$ cat config.mk
export PLATFORM = sky130hd
export DESIGN_NAME = ctrl_rx_frame
export DESIGN_NICKNAME = d
export VERILOG_FILES = /design/src/rtl/ctrl_rx_frame.sv
export SDC_FILE = /design/constraint.sdc
export NUM_CORES = 1
export LEC_CHECK = 0
export BUFFER_PORTS_ARGS = -buffer_cell sky130_fd_sc_hd__buf_2
export CAP_MARGIN = 25
export CORE_MARGIN = 5
export CORE_UTILIZATION = 55
export DETAILED_ROUTE_END_ITERATION = 6
export HOLD_SLACK_MARGIN = 0.08
export PLACE_DENSITY = 0.87
export SLEW_MARGIN = 20
export SYNTH_ARGS = -nofsm -noshare
export SYNTH_HDL_FRONTEND = slang
export SYNTH_SLANG_ARGS = --single-unit
export TNS_END_PERCENT = 30
$ cat constraint.sdc
create_clock -name clk_sys -period 3.8 [get_ports clk_sys]
set_input_delay 0.19 -clock clk_sys [delete_from_list [all_inputs] [get_ports clk_sys]]
set_output_delay 0.19 -clock clk_sys [all_outputs]
set_load 0.05 [all_outputs]
$ cat src/rtl/ctrl_rx_frame.sv
// RS-485 control-link receiver: UART deserialiser plus command-frame parser driving fx write/read strobes.
// Latency: stop-bit sample to internal byte 1 cycle, SUM byte to fx strobe 1 cycle, fx_rd to rd_vld 2 cycles; no backpressure.
module ctrl_rx_frame #(
  parameter int CLK_DIV    = 434,
  parameter int TIMEOUT_US = 1000
) (
  input  logic        clk_sys,
  input  logic        rst,
  input  logic        pluse_us,
  input  logic        rx_ctrl,
  input  logic [7:0]  dev_id,
  output logic [15:0] fx_waddr,
  output logic        fx_wr,
  output logic [7:0]  fx_data,
  output logic [15:0] fx_raddr,
  output logic        fx_rd,
  input  logic [7:0]  fx_q,
  output logic        rd_vld,
  output logic [7:0]  rd_data,
  output logic        err_sum,
  output logic        err_frm,
  output logic        err_tmo
);

  localparam logic [15:0] DIV_FULL = 16'(CLK_DIV - 1);
  localparam logic [15:0] DIV_HALF = 16'(CLK_DIV / 2 - 1);
  localparam logic [15:0] TMO      = 16'(TIMEOUT_US);

  typedef enum logic [1:0] {U_IDLE, U_START, U_DATA, U_STOP} ustate_t;
  typedef enum logic [2:0] {P_IDLE, P_DEV, P_CMD, P_AH, P_AL, P_DAT, P_SUM, P_EXEC} pstate_t;

  ustate_t     ust;
  logic        rx_m, rx_s, rx_d;
  logic [15:0] bit_cnt;
  logic [2:0]  bit_idx;
  logic [7:0]  shreg;
  logic        byte_vld;

  always_ff @(posedge clk_sys) begin
    if (rst) begin
      rx_m     <= 1'b1;
      rx_s     <= 1'b1;
      rx_d     <= 1'b1;
      ust      <= U_IDLE;
      bit_cnt  <= '0;
      bit_idx  <= '0;
      shreg    <= '0;
      byte_vld <= 1'b0;
      err_frm  <= 1'b0;
    end else begin
      rx_m     <= rx_ctrl;
      rx_s     <= rx_m;
      rx_d     <= rx_s;
      byte_vld <= 1'b0;
      err_frm  <= 1'b0;
      case (ust)
        U_IDLE: if (rx_d && !rx_s) begin
          ust     <= U_START;
          bit_cnt <= '0;
        end
        U_START: if (bit_cnt == DIV_HALF) begin
          bit_cnt <= '0;
          bit_idx <= '0;
          // A high line at mid-start is a glitch, not a byte.
          ust     <= rx_s ? U_IDLE : U_DATA;
        end else begin
          bit_cnt <= bit_cnt + 16'd1;
        end
        U_DATA: if (bit_cnt == DIV_FULL) begin
          bit_cnt <= '0;
          shreg   <= {rx_s, shreg[7:1]};
          bit_idx <= bit_idx + 3'd1;
          if (bit_idx == 3'd7) ust <= U_STOP;
        end else begin
          bit_cnt <= bit_cnt + 16'd1;
        end
        U_STOP: if (bit_cnt == DIV_FULL) begin
          bit_cnt <= '0;
          ust     <= U_IDLE;
          if (rx_s) byte_vld <= 1'b1;
          else      err_frm  <= 1'b1;
        end else begin
          bit_cnt <= bit_cnt + 16'd1;
        end
      endcase
    end
  end

  pstate_t     pst;
  logic        wr, dev_hit, dev_bc, rd_pend;
  logic [7:0]  ah, al, dat, sum;
  logic [15:0] tmo_cnt;
  logic        mine;

  // Broadcast only qualifies writes, and wr is known only after CMD.
  assign mine = dev_hit || (dev_bc && wr);

  always_ff @(posedge clk_sys) begin
    if (rst) begin
      pst      <= P_IDLE;
      wr       <= 1'b0;
      dev_hit  <= 1'b0;
      dev_bc   <= 1'b0;
      ah       <= '0;
      al       <= '0;
      dat      <= '0;
      sum      <= '0;
      tmo_cnt  <= '0;
      rd_pend  <= 1'b0;
      fx_waddr <= '0;
      fx_wr    <= 1'b0;
      fx_data  <= '0;
      fx_raddr <= '0;
      fx_rd    <= 1'b0;
      rd_vld   <= 1'b0;
      rd_data  <= '0;
      err_sum  <= 1'b0;
      err_tmo  <= 1'b0;
    end else begin
      fx_wr   <= 1'b0;
      fx_rd   <= 1'b0;
      err_sum <= 1'b0;
      err_tmo <= 1'b0;
      rd_pend <= fx_rd;
      rd_vld  <= rd_pend;
      if (rd_pend) rd_data <= fx_q;

      if (byte_vld || pst == P_IDLE) tmo_cnt <= '0;
      else if (pluse_us && tmo_cnt != 16'hFFFF) tmo_cnt <= tmo_cnt + 16'd1;

      if (err_frm) begin
        pst <= P_IDLE;
      end else if (byte_vld) begin
        sum <= sum + shreg;
        case (pst)
          P_IDLE: if (shreg == 8'hA5) begin
            pst <= P_DEV;
            sum <= '0;
          end
          P_DEV: begin
            dev_hit <= (shreg == dev_id);
            dev_bc  <= (shreg == 8'hFF);
            pst     <= P_CMD;
          end
          P_CMD: begin
            if (shreg == 8'h01) begin
              wr  <= 1'b1;
              pst <= P_AH;
            end else if (shreg == 8'h02) begin
              wr  <= 1'b0;
              pst <= P_AH;
            end else begin
              pst <= P_IDLE;
            end
          end
          P_AH: begin
            ah  <= shreg;
            pst <= P_AL;
          end
          P_AL: begin
            al  <= shreg;
            pst <= wr ? P_DAT : P_SUM;
          end
          P_DAT: begin
            dat <= shreg;
            pst <= P_SUM;
          end
          P_SUM: begin
            if (shreg != sum) begin
              err_sum <= 1'b1;
              pst     <= P_IDLE;
            end else if (mine) begin
              pst <= P_EXEC;
              if (wr) begin
                fx_wr    <= 1'b1;
                fx_waddr <= {ah, al};
                fx_data  <= dat;
              end else begin
                fx_rd    <= 1'b1;
                fx_raddr <= {ah, al};
              end
            end else begin
              pst <= P_IDLE;
            end
          end
          P_EXEC: pst <= P_IDLE;
        endcase
      end else if (pst == P_EXEC) begin
        pst <= P_IDLE;
      end else if (pst != P_IDLE && tmo_cnt >= TMO) begin
        err_tmo <= 1'b1;
        pst     <= P_IDLE;
      end
    end
  end

endmodule
==> results of run 1 <==
kinds of logic after synthesis:
| logic type | share of synthesized area (%) |
|---|---|
| simple gates | 20.7 |
| fa+ha+maj | 3.13 |
| compound gates | 9.98 |
| xor+xnor | 4.08 |
| buf+inv | 3.35 |
| mux | 13.2 |
| flops | 45.6 |
layer usage:
layer	share of wire, %	routed length, microns	global-route usage, %
met5	0	0	0
met4	1.8	275	7.42
met1	43	6370	27.5
met3	5.4	816	5.03
met2	50	7520	39.1
power by group:
group | internal, mW | total, mW | switching (mW)
Sequential | 1.49 | 1.50 | 0.00455
Combinational | 0.0281 | 0.0832 | 0.0551
Clock | 0.922 | 1.61 | 0.690
state kept, by name, indices dropped and copies added, names as in the netlist, 3 cells and up, named ones only:
signal    cells
bit_idx       3
sum           8
bit_cnt      16
shreg         8
fx_raddr     16
tmo_cnt      16
ah            8
dat           8
pst           3
al            8
rd_data       8
fx_waddr     16
fx_data       8
metrics by stage:
stage	setup slack [ns]	utilization (%)	hold slack (ns)	std cells	total power, mW
finish	0.641	66.7	0.176	886	3.19
global route	0.532	66.7	0.231	886	3.30
CTS	0.670	66.7	0.183	886	3.20
detailed placement	0.748	60.6	0.389	845	1.60
global placement	0.912	60.5	0.381	844	1.60
floorplan	1.45	-	0.294	662	1.58
cell usage in the layout (no fill, tap or decap), drive strengths merged, types with 6 or more instances in the layout:
master,n
xnor2,6
nor2,125
nand4,17
nor4,10
clkbuf,17
nand2,28
o211ai,7
buf,78
a31oi,9
and4,8
mux2i,82
dlygate4sd3,9
dfxtp,142
xor2,23
nor3,11
or3,13
a21oi,15
inv,20
nand3,14
ha,14
a22oi,8
and2,6
o21ai,13
final cells by class:
class | instances | area share, %
multi-input cells | 471 | 43.4
repair buffers | 87 | 6.73
clock buffers | 17 | 5.81
inverters | 14 | 0.718
flip-flops and latches | 142 | 38.8
well taps | 140 | 2.39
clock inverters | 15 | 2.10
synth_stat cells, types with 6 or more instances:
library cell / count / area [sq um]
mux2i_1: 82 / 821
a31oi_1: 9 / 56.3
and4_1: 8 / 70.1
ha_1: 14 / 175
xnor2_1: 6 / 52.6
dfxtp_1: 142 / 2840
xor2_1: 23 / 201
nor2_1: 125 / 469
nand2_1: 28 / 105
clkbuf_1: 27 / 101
nor4_1: 8 / 50.1
a21oi_1: 15 / 75.1
o21ai_0: 12 / 60.1
nand3_1: 14 / 70.1
and2_1: 6 / 37.5
o211ai_1: 7 / 52.6
or3_1: 13 / 81.3
a22oi_1: 8 / 60.1
nor3_1: 10 / 50.1
nand4_1: 15 / 93.8
inv_1: 13 / 48.8
worst max-delay path: cells and delay by family (launching register included):
family	cells	cell delay [ns]
AND/OR/NAND/NOR	4	1.66
multiplexers	1	0.40
flip-flops	1	0.57
adder cells (fa/ha/maj)	1	0.37
final timing paths:
path	to	slack, ns	cells past startpoint
worst max register to register	fx_waddr[4]	0.64	6
worst min register to register	rx_s	0.41	1
worst max-delay path	fx_waddr[4]	0.64	6
worst min-delay path	tmo_cnt[2]	0.18	4
==> impl_metrics.json, run 1 <==
{
  "status": "finished, final reports clean",
  "drt_iter0_drc": 614,
  "cp_max_fo": 24,
  "via_per_inst": 5.95,
  "grt_pass1_vias": 5188,
  "critPathLaunchType": "register",
  "slowest_delay_ns": 0.58,
  "crit_path_start": "shreg[3]",
  "min_from": "pluse_us",
  "register_area_sq_um": 2840,
  "finalWeightedCongestion": 0.892,
  "track_usage_pct": 22.5,
  "htree_levels": 4,
  "die_x_microns": 116,
  "cp.required_ns": 4.07,
  "pin_count": 74,
  "drc_errors": 0,
  "overflow": 0,
  "fin_setup_tns_ns": 0,
  "netlist_area_sq_um": 6230,
  "period_needed_ns": 3.16,
  "dpl_cell_area_sq_um": 6650,
  "die_y_microns": 116,
  "clock_latency_ns": 0.42,
  "synthArstFlopShare_pct": 0,
  "crit_arrival_ns": 3.43,
  "maxSlewViolCount": 0,
  "synth_area_per_cell_sq_um": 9.41,
  "synthCells": 662,
  "ant_nets": 0,
  "cts_root_buffer": "clkbuf_16",
  "power.density_nw_per_um2": 436,
  "dr.pass1.iters": 5,
  "holdCritPathClass": "in2reg",
  "antenna_cells": 0,
  "skew_ns": 0.00977,
  "clkSlewWorstSetupHoldPaths_ns": 0.07,
  "synth.yosys.seq_area_share_pct": 45.6,
  "grt_pass1_wl_microns": 24500,
  "syn-num-nets": 697,
  "syn2layout_area_growth_pct": 17.5,
  "rsz0062_at_grt": "false",
  "numCtsBuffers": 17,
  "setup_viol": 0,
  "fin_area_sq_um": 7320,
  "final_nets": 768,
  "tightest_slew_ns": 0.998,
  "hpwl_microns": 9810,
  "fmax_mhz": 317,
  "rows": 38,
  "core_area_sq_um": 11000,
  "peakVddDrop_mv": 0.388,
  "hold_violations": 0,
  "antenna_found_initial": 0,
  "die-area_sq_um": 13600,
  "cp_slowest_cell": "nand4_4",
  "synth.distinct_cells": 62,
  "synth_seq_cells": 142,
  "period_share_pct": 83.1,
  "multi_input_area_sq_um": 3180,
  "endpoint_kind": "register",
  "path_class": "reg2reg",
  "initial_utilization_pct": 56.7,
  "post_cts_buffers": 0,
  "final_layout_size_suffix_gt1_share_pct": 16.1,
  "nFillCells": 812,
  "reg2reg_from": "shreg[3]",
  "cts_hold_buf": 9,
  "synth_warnings": 0,
  "critical_path.cell_chain": "ha_1, or4_4, nor4_4, nand4_4, mux2i_1, nor2_1",
  "clock_path_buffers": 2,
  "wl_per_cell_microns": 16.9,
  "cts_num_sinks": 142,
  "vias": 5270,
  "cts_tree": "built",
  "synth_edf_count": 0,
  "max-cap-violations": 0,
  "ctsResizeCount": 0,
  "maxSlewHeadroom_pct": 33.4,
  "wirelength_microns": 15000,
  "synthFlopType": "dfxtp_1",
  "grt_max_degree": 78,
  "p_leak_nw": 3.28,
  "io_buffers": 73
}
(Power assumes the default switching activity.)
==> run 2: changes to the inputs <==
CORE_UTILIZATION = 52   (was 55)
PLACE_DENSITY = 0.86   (was 0.87)
clock period = 2.7 ns   (was 3.8 ns; I/O delays follow)
==> impl_metrics.json, run 2 (synthesis gave the netlist of run 1 again) <==
{
  "numCtsBuffers": 17,
  "wirelength_microns": 14600,
  "power.density_nw_per_um2": 602,
  "final_nets": 781,
  "drc_errors": 0,
  "die_y_microns": 119,
  "met3_length_microns": 717,
  "final_common_cell": "dfxtp_1",
  "clkSlewWorstSetupHoldPaths_ns": 0.07,
  "cp.required_ns": 2.99,
  "max-cap-violations": 0,
  "dp.cells": 865,
  "antenna_cells": 0,
  "track_usage_pct": 20.5,
  "path_class": "reg2reg",
  "setup_viol": 0,
  "ant_nets": 0,
  "rows": 40,
  "hpwl_microns": 9410,
  "vias": 5202,
  "initial_utilization_pct": 52.5,
  "final_util_pct": 62.6,
  "endpoint_kind": "register",
  "post_cts_buffers": 0,
  "maxSlewHeadroom_pct": 48.1,
  "clock_path_buffers": 2,
  "period_needed_ns": 2.61,
  "rsz0062_at_grt": "false",
  "cts_num_sinks": 142,
  "final_cell_mix": "dfxtp_1 (142), nor2_1 (125), mux2i_1 (82)",
  "period_share_pct": 96.7,
  "antenna_found_initial": 0,
  "cts_root_buffer": "clkbuf_16",
  "wl_met2_microns": 7250,
  "grt_pass1_wl_microns": 23900,
  "crit_arrival_ns": 2.90,
  "cts_tree": "built",
  "skew_ns": 0.00677,
  "die_x_microns": 119,
  "fmax_mhz": 383,
  "fin_setup_tns_ns": 0,
  "overflow": 0,
  "finalWeightedCongestion": 0.852,
  "final_layout_size_suffix_gt1_share_pct": 17.7,
  "tightest_slew_ns": 0.769,
  "peakVddDrop_mv": 0.415,
  "status": "finished, final reports clean",
  "critPathLaunchType": "register",
  "die-area_sq_um": 14300,
  "top_layer": "met4",
  "holdCritPathClass": "in2reg",
  "core_area_sq_um": 11900,
  "grt_max_degree": 48,
  "pin_count": 74,
  "io_buffers": 73,
  "dr.pass1.iters": 6,
  "clock_latency_ns": 0.42,
  "wl_per_cell_microns": 16.1,
  "htree_levels": 4,
  "drt_iter0_drc": 447,
  "hold_violations": 0,
  "maxSlewViolCount": 0,
  "fin_total_pwr_mw": 4.47,
  "syn2layout_area_growth_pct": 19.2,
  "cp_max_fo": 24,
  "wl_met1_microns": 6240,
  "grt_pass1_vias": 5031,
  "p_leak_nw": 3.35,
  "via_per_inst": 5.74,
  "fin_cells": 906
}
[run 2: cell types whose count changed in the layout (fill, tap and decap cells not counted)]
| cell | change |
|---|---|
| clkinv_4 | -2 |
| clkinvlp_4 | -1 |
| bufinv_16 | -1 |
| nor3_1 | -1 |
| clkinv_8 | +1 |
| buf_4 | +14 |
| nor3_2 | +1 |
| buf_2 | -1 |
| inv_8 | +2 |
| inv_6 | +1 |
[run 2: report_power, final]
part	internal, mW	total (mW)	switching [mW]
Clock	1.23	2.24	1.02
Combinational	0.0442	0.124	0.0796
Sequential	2.10	2.11	0.00686
Total	3.37	4.47	1.11
[run 2: worst paths after layout]
check	depth (start not counted)	from	slack (ns)	end
worst max register to register	7	shreg[2]	0.09	fx_waddr[13]
worst max-delay path	7	shreg[2]	0.09	fx_waddr[13]
worst min register to register	1	rx_m	0.41	rx_s
worst min-delay path	4	pluse_us	0.11	tmo_cnt[2]
[run 2: layout make-up]
cell class / count / area, sq um
Clock buffer: 17 / 425
Timing Repair Buffer: 100 / 593
Clock inverter: 15 / 146
Inverter: 14 / 52.6
Fill cell: 931 / 4430
Tap cell: 147 / 184
Multi-Input combinational cell: 471 / 3180
Sequential cell: 142 / 2840
[run 2: critical path, cell delays in order (launching register included)]
cell and delay [ns]:
dfxtp_1 0.32, ha_1 0.37, or4_4 0.58, nor4_4 0.44
nand4_4 0.13, buf_4 0.29, mux2i_1 0.25, nor2_1 0.09
[run 2: layer usage]
metal  track usage [%]  vias to the layer above
met5                 0                        -
met4              10.3                        0
met3              4.61                       38
met2              34.6                      182
met1              24.5                     2448
li1                  -                     2534
[run 2: through the flow]
step | hold slack (ns) | cell area, sq um | worst slack, ns
floorplan | 0.239 | 6230 | 0.348
global placement | 0.319 | 6770 | 0.296
detailed placement | 0.322 | 6770 | 0.195
CTS | 0.103 | 7430 | 0.136
global route | 0.153 | 7430 | 0.0234
finish | 0.107 | 7430 | 0.0881
[run 2: repair_timing]
| action | in CTS | in global routing |
|---|---|---|
| resized for setup | 0 | 0 |
| endpoints found under the setup margin | 0 | 0 |
| hold buffers | 9 | 0 |
| endpoints found under the hold margin | 9 | 0 |
